--- src/rtl/debug_step_ctrl.sv ---
// Single-step / run / breakpoint controller for a pipelined CPU on a dev board.
// Raw button and switch are synchronized and debounced before they drive the FSM.
//
// state | meaning
// HALT  | CPU frozen, waiting for run switch or a step press
// STEP  | one cpu_ce pulse, then back to HALT
// RUN   | free-running, one cpu_ce every RUN_DIV cycles
// BREAK | stopped on breakpoint match; step or drop run to leave
module debug_step_ctrl #(
  parameter int DEBOUNCE_CYCLES = 1000000,
  parameter int RUN_DIV         = 25000000
) (
  input  logic        clk,
  input  logic        rst_n,
  input  logic        btn_step,
  input  logic        run_sw,
  input  logic        bp_en,
  input  logic [15:0] bp_addr,
  input  logic [31:0] pc_in,
  input  logic        sel_pc,
  input  logic [4:0]  reg_sel,
  input  logic [31:0] reg_data,
  output logic        cpu_ce,
  output logic [4:0]  reg_addr,
  output logic [15:0] disp_val,
  output logic        halted,
  output logic [15:0] step_cnt
);

  localparam int DBW = $clog2(DEBOUNCE_CYCLES + 1);
  localparam int DW  = (RUN_DIV > 1) ? $clog2(RUN_DIV) : 1;
  localparam logic [DBW-1:0] DEB_LAST = DBW'(DEBOUNCE_CYCLES - 1);
  localparam logic [DW-1:0]  DIV_LAST = DW'(RUN_DIV - 1);

  typedef enum logic [1:0] {HALT, STEP, RUN, BREAK} state_t;

  state_t          state, state_nxt;
  logic [1:0]      raw, sync1, sync2, deb;
  logic [DBW-1:0]  dcnt [2];
  logic [1:0]      sync_vld;
  logic            btn_deb_q, btn_armed, step_req, run_on;
  logic [DW-1:0]   div;
  logic            bp_live, bp_hit, stay_run;
  logic            unused_hi;

  assign raw       = {run_sw, btn_step};
  assign unused_hi = ^{pc_in[31:16], reg_data[31:16]};

  // bit 0: step button, bit 1: run switch
  always_ff @(posedge clk or negedge rst_n) begin
    if (!rst_n) begin
      sync1   <= '0;
      sync2   <= '0;
      deb     <= '0;
      dcnt[0] <= '0;
      dcnt[1] <= '0;
    end else begin
      sync1 <= raw;
      sync2 <= sync1;
      for (int i = 0; i < 2; i++) begin
        if (sync2[i] == deb[i]) begin
          dcnt[i] <= '0;
        end else if (dcnt[i] == DEB_LAST) begin
          deb[i]  <= sync2[i];
          dcnt[i] <= '0;
        end else begin
          dcnt[i] <= dcnt[i] + 1'b1;
        end
      end
    end
  end

  // A button held through reset must be seen released before it may step again.
  always_ff @(posedge clk or negedge rst_n) begin
    if (!rst_n) begin
      btn_deb_q <= 1'b0;
      btn_armed <= 1'b0;
      sync_vld  <= '0;
    end else begin
      btn_deb_q <= deb[0];
      sync_vld  <= {sync_vld[0], 1'b1};
      if (sync_vld[1] && !sync2[0]) btn_armed <= 1'b1;
    end
  end

  assign step_req = deb[0] & ~btn_deb_q & btn_armed;
  assign run_on   = deb[1];
  assign bp_hit   = bp_en && (pc_in[15:0] == bp_addr) && bp_live;

  always_comb begin
    state_nxt = state;
    cpu_ce    = 1'b0;
    case (state)
      HALT: begin
        if (run_on)        state_nxt = RUN;
        else if (step_req) state_nxt = STEP;
      end
      STEP: begin
        cpu_ce    = 1'b1;
        state_nxt = HALT;
      end
      RUN: begin
        if (!run_on)              state_nxt = HALT;
        else if (bp_hit)          state_nxt = BREAK;
        else if (div == DIV_LAST) cpu_ce    = 1'b1;
      end
      BREAK: begin
        if (!run_on)       state_nxt = HALT;
        else if (step_req) state_nxt = STEP;
      end
      default: state_nxt = HALT;
    endcase
  end

  assign stay_run = (state == RUN) && (state_nxt == RUN);
  assign halted   = (state == HALT) || (state == BREAK);

  always_ff @(posedge clk or negedge rst_n) begin
    if (!rst_n) begin
      state    <= HALT;
      div      <= '0;
      bp_live  <= 1'b0;
      step_cnt <= '0;
      disp_val <= '0;
    end else begin
      state    <= state_nxt;
      div      <= stay_run ? ((div == DIV_LAST) ? '0 : div + 1'b1) : '0;
      bp_live  <= stay_run && (bp_live || cpu_ce);
      if (cpu_ce) step_cnt <= step_cnt + 16'd1;
      disp_val <= sel_pc ? pc_in[15:0] : reg_data[15:0];
    end
  end

  always_comb begin
    if (reg_sel < 5'd8)       reg_addr = reg_sel + 5'd16;
    else if (reg_sel < 5'd16) reg_addr = reg_sel;
    else                      reg_addr = reg_sel + 5'd8;
  end

endmodule

--- config.mk ---
export PLATFORM = sky130hd
export DESIGN_NAME = debug_step_ctrl
export DESIGN_NICKNAME = d
export VERILOG_FILES = /design/src/rtl/debug_step_ctrl.sv
export SDC_FILE = /design/constraint.sdc
export NUM_CORES = 1
export LEC_CHECK = 0
export BUFFER_PORTS_ARGS = -buffer_cell sky130_fd_sc_hd__buf_2
export CAP_MARGIN = 20
export CORE_UTILIZATION = 45
export DETAILED_ROUTE_END_ITERATION = 10
export GPL_TIMING_DRIVEN = 0
export PLACE_DENSITY = 0.69
export SYNTH_ARGS = -nofsm -noshare
export SYNTH_HDL_FRONTEND = slang
export SYNTH_SLANG_ARGS = --single-unit
--- constraint.sdc ---
create_clock -name clk -period 4 [get_ports clk]
set_input_delay 0.6 -clock clk [delete_from_list [all_inputs] [get_ports clk]]
set_output_delay 0.6 -clock clk [all_outputs]
set_load 0.02 [all_outputs]
==> results of run 1 <==
-- synthesized netlist by cell type (2+ instances only) --
cell and number:
mux2_2 19, inv_1 18, nand3b_1 3, or2_2 3, clkbuf_1 7, ha_1 10, nand2_1 28, a21o_1 2
o21ai_0 2, xnor2_1 42, and4_1 7, and3_1 12, dfrtp_1 110, nand3_1 33, nor3b_1 2, buf_4 3
nor4b_1 3, nand4_1 13, buf_2 3, and2_1 5, nor4_1 8, nor3_1 20, xor2_1 49, buf_6 3
a21oi_1 3, nor2_1 70, or3_1 2
-- report_power, final --
| part | leakage, nW | internal (mW) | switching, mW |
|---|---|---|---|
| clock network | 0.129 | 0.437 | 0.382 |
| registers | 1.48 | 1.13 | 0.00853 |
| logic | 1.20 | 0.0613 | 0.0866 |
| total | 2.81 | 1.63 | 0.477 |
-- worst min path at each step --
stage	from	endpoint	depth (start not counted)
6_report	rst_n	div[16]$_DFF_PN0_	1
5_1_grt	run_sw	sync1[1]$_DFF_PN0_	1
4_1_cts	rst_n	div[16]$_DFF_PN0_	1
3_5_place_dp	sync1[0]$_DFF_PN0_	sync2[0]$_DFF_PN0_	0
3_3_place_gp	sync_vld[0]$_DFF_PN0_	sync_vld[1]$_DFF_PN0_	0
2_1_floorplan	rst_n	bp_live$_DFF_PN0_	0
-- critical path, stage by stage (launching register included) --
cell and delay, ns:
dfrtp_1 0.43, ha_1 0.26, nand2_1 0.10, or4_4 0.48
o41ai_2 0.32, o311a_1 0.24, buf_6 0.15, buf_12 0.13
buf_2 0.16
-- metrics by stage --
| stage | hold WS (ns) | total power, mW | setup slack, ns | utilization | instance area, um^2 |
|---|---|---|---|---|---|
| after floorplan | 0.304 | 1.23 | 1.51 | - | 5300 |
| after global placement | 0.335 | 1.31 | 1.04 | 0.519 | 5950 |
| after detailed placement | 0.336 | 1.31 | 1.06 | 0.521 | 5980 |
| after CTS | 0.329 | 2.14 | 0.789 | 0.545 | 6250 |
| after global routing | 0.348 | 2.20 | 0.604 | 0.545 | 6250 |
| final | 0.306 | 2.11 | 0.795 | 0.545 | 6250 |
-- area by class of cell --
cell class | instances | area (um^2)
inverter | 18 | 67.6
clock buffer | 12 | 246
fill | 1004 | 5220
tap | 143 | 179
multi-input combinational | 354 | 2370
clock inverter | 3 | 21.3
buffer | 17 | 118
sequential | 110 | 2750
timing repair buffer | 94 | 495
-- sequential cells by signal, indices dropped and copies added (netlist names) --
name       flops
dcnt          40
div           25
disp_val      16
step_cnt      16
deb            2
state          2
sync1          2
sync2          2
sync_vld       2
bp_live        1
btn_armed      1
btn_deb_q      1
-- metal layers --
metal | GRT usage | part of all wire | routed length, um | up-vias
met4 | 0.0649 | 0.014 | 143 | 0
met2 | 0.301 | 0.50 | 5050 | 93
met3 | 0.0434 | 0.047 | 475 | 10
li1 | - | - | - | 1886
met5 | 0 | 0 | 0 | -
met1 | 0.232 | 0.44 | 4510 | 1853
-- logic make-up (layout without fill, tap and decap cells) --
logic type | Yosys count | in the layout | share of synthesized area
simple gates | 219 | 219 | 0.212
flops | 110 | 110 | 0.519
xor+xnor | 91 | 91 | 0.150
buf+inv | 35 | 144 | 0.0349
mux | 19 | 19 | 0.0403
compound gates | 14 | 14 | 0.0196
fa+ha+maj | 10 | 10 | 0.0236
other cells | 1 | 1 | 0.000707
-- placed cells by master (no fill, tap or decap), drive strengths merged, types with 2 or more instances in the layout --
| master | n |
|---|---|
| o21ai | 2 |
| nor2 | 70 |
| and2 | 5 |
| nand2 | 28 |
| nor3b | 3 |
| and4 | 8 |
| mux2 | 19 |
| buf | 104 |
| o41ai | 2 |
| a21oi | 3 |
| nand4 | 13 |
| dfrtp | 110 |
| ha | 10 |
| or3 | 3 |
| nor4b | 3 |
| inv | 18 |
| nand3 | 34 |
| or2 | 3 |
| nor3 | 21 |
| nand3b | 3 |
| nor4 | 8 |
| clkinv | 2 |
| xor2 | 49 |
| xnor2 | 42 |
| or4 | 2 |
| a21o | 2 |
| clkbuf | 19 |
| and3 | 12 |
==> summary.txt, run 1 <==
Initial Util: 0.463
PwrDens: 337 nW/um^2
core area: 11500 um^2
Reg2Reg Capture Point: step_cnt[8]$_DFFE_PN0P_
fin crit period: 3.21 ns
input/output buffers: 93
largest net degree at the start of global routing: 57
Synth Flop Type: dfrtp_1
Mean Syn Cell Area: 10.6 um^2
Synth area leaders: dfrtp_1 (52%), xor2_1 (8.1%), xnor2_1 (6.9%)
die area: 12200 um^2
clk sinks: 110
sequential area share after synthesis: 0.519
hold_buf cts: 0
Die H: 111 um
HPWL after DPL: 7410 um
antenna violations before repair: 0
CTS tree: yes
post-synthesis register bit count: 110
worst-margin pin slew: 0.714 ns
vias in the first global route: 3865
DIE WIDTH: 111 um
post-synth top area share: 0.519
worst-path fanout max: 10
fraction of layout cells with a size suffix above 1: 0.240
Critical Path Source: div[0]$_DFF_PN0_
Non-Filler Instances: 751
Setup crit end: cpu_ce
grt ovf: 0
Fin Clk Skew: 0.00742 ns
cells on worst reg2reg path: 9
WP data arrival: 2.61 ns
CTS H-tree lvls: 3
Hold Violations, Final: 0
Slew Viols, Final: 0
vias post-DR: 3842
Ports: 130
RSZ-0062 raised after global routing: no
setup tns final: 0 ns
Mapped Cells: 499
Startpoint Class: flop
Post-synth EDFFs: 0
via/cell ratio: 5.12
Leak: 2.81 nW
DR pass1 iterations: 5
CP endpoint kind: output port
cts repair resizes: 0
DR WL/cell: 13.5 um
Req. time, crit path: 3.40 ns
syn_nets: 600
# diodes: 0
initial drt markers: 161
Setup Fix Bufs, Post-CTS: 0
Routability Congestion: 0.773
clock latency on the worst-skew pair: 0.34 ns
cell area after synthesis: 5300 um^2
DRC: 0
Clock Path Buffers: 2
largest area contributor in the netlist: dfrtp_1
Max-slew headroom: 0.524
min-delay worst type: input pin to async pin
fin nets: 705
reg2reg setup slack: 1.55 ns
Final Setup Violations: 0
Distinct cells, synth: 46
YS warnings: 0
Antenna Nets Post-Route: 0
placed insts: 736
site row count: 39
clock-pin slew on the worst setup and hold paths: 0.07 ns
kind of critical path: flop to output port
clock root buffer: clkbuf_16
first-pass GRT wire length: 18000 um
Max Freq: 312 MHz
Tot GR Track Use: 0.182
RR Startpoint: div[0]$_DFF_PN0_
final period utilization: 0.801
Post-synth ARST share: 1.00
total CTS buffers: 9
peak supply drop: 187 uV
Max-Cap Viols: 0
Detailed Route WL: 10200 um
synthesis-to-finish area growth: 17.8%
status: complete, no violations
Power figures use the tool's default switching activity.
==> run 2, diff against run 1 <==
--- a/config.mk
+++ b/config.mk
@@ -10,7 +10,7 @@
 export CORE_UTILIZATION = 45
 export DETAILED_ROUTE_END_ITERATION = 10
 export GPL_TIMING_DRIVEN = 0
-export PLACE_DENSITY = 0.69
+export PLACE_DENSITY = 0.72
 export SYNTH_ARGS = -nofsm -noshare
 export SYNTH_HDL_FRONTEND = slang
 export SYNTH_SLANG_ARGS = --single-unit
==> constraint.sdc (replaced) <==
create_clock -name clk -period 2.9 [get_ports clk]
set_input_delay 0.435 -clock clk [delete_from_list [all_inputs] [get_ports clk]]
set_output_delay 0.435 -clock clk [all_outputs]
set_load 0.02 [all_outputs]
==> run 2 against run 1 <==
Net effect: die area is the same; power rose by 39%; sequential power rose by 38%; worst setup slack worse by 0.67 ns; via count rose by 2.9%; clock-buffer cell count is the same; combinational power increased by 38%; critical path depth rose by 1; routed wire length grew 2.0%; final cell count is 0.80% higher; largest cell class unchanged.
==> summary.txt, run 2 (same netlist as run 1, synthesis figures left out) <==
RR Startpoint: state[0]$_DFF_PN0_
final design instance area without fill: 6320 um^2
Clock Path Buffers: 2
Largest stage delay, worst path: 0.44 ns
DIE WIDTH: 111 um
clk sinks: 110
DRC: 0
commonest non-fill, non-tap cell in the layout: dfrtp_1
total CTS buffers: 9
clock root buffer: clkbuf_16
status: complete, no violations
Hold Violations, Final: 0
worst-path fanout max: 10
site row count: 39
reg2reg setup slack: 0.58 ns
Place WS: 0.203 ns
via/cell ratio: 5.22
DR pass1 iterations: 5
initial drt markers: 202
clock latency on the worst-skew pair: 0.35 ns
Critical Path Source: state[0]$_DFF_PN0_
Non-Filler Instances: 757
synthesis-to-finish area growth: 19.1%
Routability Congestion: 0.824
worst-path cell chain: inv_1, ha_2, nand2_2, or4_4, o41ai_4, o311a_1, buf_6, buf_12, buf_4
Buf/Inv on CP: 4
Final Hold Slack: 0.159 ns
Slew Viols, Final: 0
first-pass GRT wire length: 18300 um
# diodes: 0
kind of critical path: flop to output port
Max-slew headroom: 0.483
Tot GR Track Use: 0.183
Antenna Nets Post-Route: 0
CTS H-tree lvls: 3
final period utilization: 0.957
Design Power: 2.92 mW
CTS tree: yes
HPWL after DPL: 7470 um
antenna violations before repair: 0
Fin Clk Skew: 0.00934 ns
PwrDens: 463 nW/um^2
Req. time, crit path: 2.47 ns
placement-stage cell area: 5980 um^2
top flop regs: dcnt (40), div (25)
worst-margin pin slew: 0.776 ns
core area: 11500 um^2
Max Freq: 360 MHz
WP data arrival: 2.34 ns
DR WL/cell: 13.7 um
placed insts: 736
critical path's slowest cell: or4_4
fraction of layout cells with a size suffix above 1: 0.254
grt ovf: 0
vias post-DR: 3954
Max-Cap Viols: 0
Initial Util: 0.463
crit-path leading delay family: simple AND/OR/NAND/NOR gates
commonest cells after routing, fill and taps aside: dfrtp_1 (109), buf_2 (94), nor2_1 (70)
min-delay worst type: input pin to async pin
clock-pin slew on the worst setup and hold paths: 0.07 ns
vias in the first global route: 4030
Final Setup Violations: 0
Startpoint Class: flop
peak supply drop: 480 uV
input/output buffers: 93
max reg flops: 40
fin nets: 710
final core occ: 0.551
Ports: 130
setup tns final: 0 ns
Leak: 2.86 nW
largest net degree at the start of global routing: 61
Detailed Route WL: 10400 um
die area: 12200 um^2
Biggest register: dcnt
RSZ-0062 raised after global routing: no
fin crit period: 2.78 ns
setup ws final: 0.124 ns
Die H: 111 um
CP endpoint kind: output port
==> run 2: area by class of cell <==
class,instances,area (um^2)
clock buffers,12,246
clock inverters,4,32.5
fillers,979,5150
well taps,143,179
flip-flops and latches,110,2750
multi-input cells,354,2380
repair buffers,99,536
inverters,18,67.6
plain buffers,17,118
==> run 2: what timing repair did <==
action,4_1_cts,5_1_grt
setup endpoints to repair,1,1
buffers inserted,3,2
gates resized for setup,2,4
hold buffers,0,0
endpoints found under the hold margin,0,0
pin swaps,2,1
==> run 2: routing by layer <==
metal	wire (um)	vias to the layer above	part of all wire	GRT usage
met4	197	0	0.019	0.0613
li1	-	1898	-	-
met3	432	19	0.042	0.0423
met5	0	-	0	0
met2	5220	103	0.50	0.318
met1	4530	1934	0.44	0.224
==> run 2: final timing paths <==
check / to / cells after the start
min in group clk: sync1[1]$_DFF_PN0_ / 1
worst max register to register: step_cnt[1]$_DFFE_PN0P_ / 9
worst max-delay path: cpu_ce / 9
worst min-delay path: div[16]$_DFF_PN0_ / 1
worst min register to register: sync2[0]$_DFF_PN0_ / 0
max in group asynchronous: state[1]$_DFF_PN0_ / 2
==> run 2: where the power goes <==
part           total [mW]  switching [mW]  internal, mW
registers            1.57          0.0120          1.56
logic               0.204           0.119        0.0847
clock network        1.15           0.536         0.610
total                2.92           0.667          2.26
==> run 3, diff against run 2 <==
--- a/config.mk
+++ b/config.mk
@@ -10,7 +10,7 @@
 export CORE_UTILIZATION = 45
 export DETAILED_ROUTE_END_ITERATION = 10
 export GPL_TIMING_DRIVEN = 0
-export PLACE_DENSITY = 0.72
+export PLACE_DENSITY = 0.75
 export SYNTH_ARGS = -nofsm -noshare
 export SYNTH_HDL_FRONTEND = slang
 export SYNTH_SLANG_ARGS = --single-unit
==> run 3 against run 2 <==
Net effect: global-route usage rose by 0.53 points; flip-flop and latch count is the same; register-to-register slack worse by 0.21 ns; clock-buffer cell count is 2 lower; final area grew 0.85%; non-clock buffer count up 4; largest power group unchanged.
==> summary.txt, run 3 (same netlist as run 1, synthesis figures left out) <==
Leak: 2.87 nW
Non-Filler Instances: 761
clock-pin slew on the worst setup and hold paths: 0.07 ns
DR pass1 iterations: 5
Fin Clk Skew: 0.00962 ns
largest net degree at the start of global routing: 63
die area: 12200 um^2
commonest non-fill, non-tap cell in the layout: dfrtp_1
fraction of layout cells with a size suffix above 1: 0.264
DR WL/cell: 14.3 um
Slew Viols, Final: 0
Max-Cap Viols: 0
Routability Congestion: 0.817
setup ws final: 0.0788 ns
Clock Path Buffers: 2
clk sinks: 110
RR Startpoint: state[0]$_DFF_PN0_
Sequential Power Share: 0.530
Pint: 2.27 mW
min-delay worst type: input pin to async pin
sw frac: 0.236
clock power share: 0.401
DRC: 0
clock latency on the worst-skew pair: 0.34 ns
WP data arrival: 2.39 ns
status: complete, no violations
fin crit period: 2.82 ns
setup tns final: 0 ns
Most common cell on crit path: buf_6
Max-slew headroom: 0.574
DIE WIDTH: 111 um
critical path's slowest cell: or4_4
synthesis-to-finish area growth: 20.1%
CTS tree: yes
Combinational Power Share: 0.069
CP endpoint kind: output port
RSZ-0062 raised after global routing: no
final design instance area without fill: 6370 um^2
Max Freq: 354 MHz
Final Hold Slack: 0.123 ns
placement-stage cell area: 5980 um^2
hold_buf cts: 0
Detailed Route WL: 10900 um
site row count: 39
Net Sw Power: 701 uW
input/output buffers: 93
Reg2Reg Capture Point: div[1]$_DFF_PN0_
kind of critical path: flop to output port
final period utilization: 0.973
peak supply drop: 350 uV
clock root buffer: clkbuf_16
crit-path leading delay family: compound AO/OA/AOI/OAI gates
Startpoint Class: flop
Place WS: 0.209 ns
placed insts: 736
vias in the first global route: 4102
final core occ: 0.556
Largest stage delay, worst path: 0.42 ns
first-pass GRT wire length: 18900 um
PwrDens: 466 nW/um^2
initial drt markers: 173
Hold Violations, Final: 0
Setup crit end: cpu_ce
Tot GR Track Use: 0.189
total CTS buffers: 9
grt ovf: 0
HPWL after DPL: 7710 um
Buf/Inv on CP: 4
Biggest register: dcnt
Initial Util: 0.463
Req. time, crit path: 2.47 ns
worst-path cell chain: inv_2, ha_4, nand2_2, or4_4, o41ai_2, o311a_1, buf_6, buf_12, buf_6
cells on worst reg2reg path: 10
top flop regs: dcnt (40), div (25)
Critical Path Source: state[0]$_DFF_PN0_
Antenna Nets Post-Route: 0
core area: 11500 um^2
Levels on crit path: 9
Design Power: 2.97 mW
fin nets: 714
# diodes: 0
reg2reg setup slack: 0.37 ns
antenna violations before repair: 0
max reg flops: 40
worst-margin pin slew: 0.639 ns
CTS H-tree lvls: 3
Ports: 130
commonest cells after routing, fill and taps aside: dfrtp_1 (109), buf_2 (94), nor2_1 (70)
via/cell ratio: 5.27
worst-path fanout max: 10
Final Setup Violations: 0
Die H: 111 um
vias post-DR: 4007
[run 3: area by class of cell]
type	instances	area, um^2
multi-input cells	354	2390
inverters	18	67.6
clock inverters	6	51.3
fillers	949	5100
flip-flops and latches	110	2750
clock buffers	10	239
plain buffers	17	118
well taps	143	179
repair buffers	103	569
[run 3: worst min-delay path by stage]
stage	startpoint	to	slack, ns
final	rst_n	div[15]$_DFF_PN0_	0.12
after global routing	rst_n	div[9]$_DFF_PN0_	0.16
after CTS	rst_n	div[9]$_DFF_PN0_	0.14
after detailed placement	sync1[0]$_DFF_PN0_	sync2[0]$_DFF_PN0_	0.33
after global placement	sync_vld[0]$_DFF_PN0_	sync_vld[1]$_DFF_PN0_	0.34
after floorplan	rst_n	bp_live$_DFF_PN0_	0.14
[run 3: repair_timing]
item	CTS	global route
pin swaps	2	3
setup buffers	3	6
endpoints found under the setup margin	1	1
gates resized for setup	4	5
[run 3: power groups by stage]
stage | sequential, mW | clock [mW] | combinational [mW]
finish | 1.57 | 1.19 | 0.206
CTS | 1.57 | 1.22 | 0.210
global placement | 1.60 | 0 | 0.198
global route | 1.58 | 1.27 | 0.228
detailed placement | 1.60 | 0 | 0.210
floorplan | 1.62 | 0 | 0.0721
[run 3: worst register-to-register path: cells and delay by family (launching register included)]
kind | cells | cell delay [ns]
buffers and inverters | 4 | 0.56
and+or+nand+nor | 3 | 0.91
DFF | 1 | 0.37
adders and majority gates | 1 | 0.26
AOI/OAI and AO/OA | 2 | 0.33
[run 3: metal layers]
layer  global-route usage  vias to the layer above  wire, um  part of all wire
met5                    0                        -         0                 0
met4               0.0604                        0       210             0.019
met1                0.234                     1949      4540              0.42
met3               0.0423                       24       480             0.044
li1                     -                     1909         -                 -
met2                0.327                      125      5660              0.52
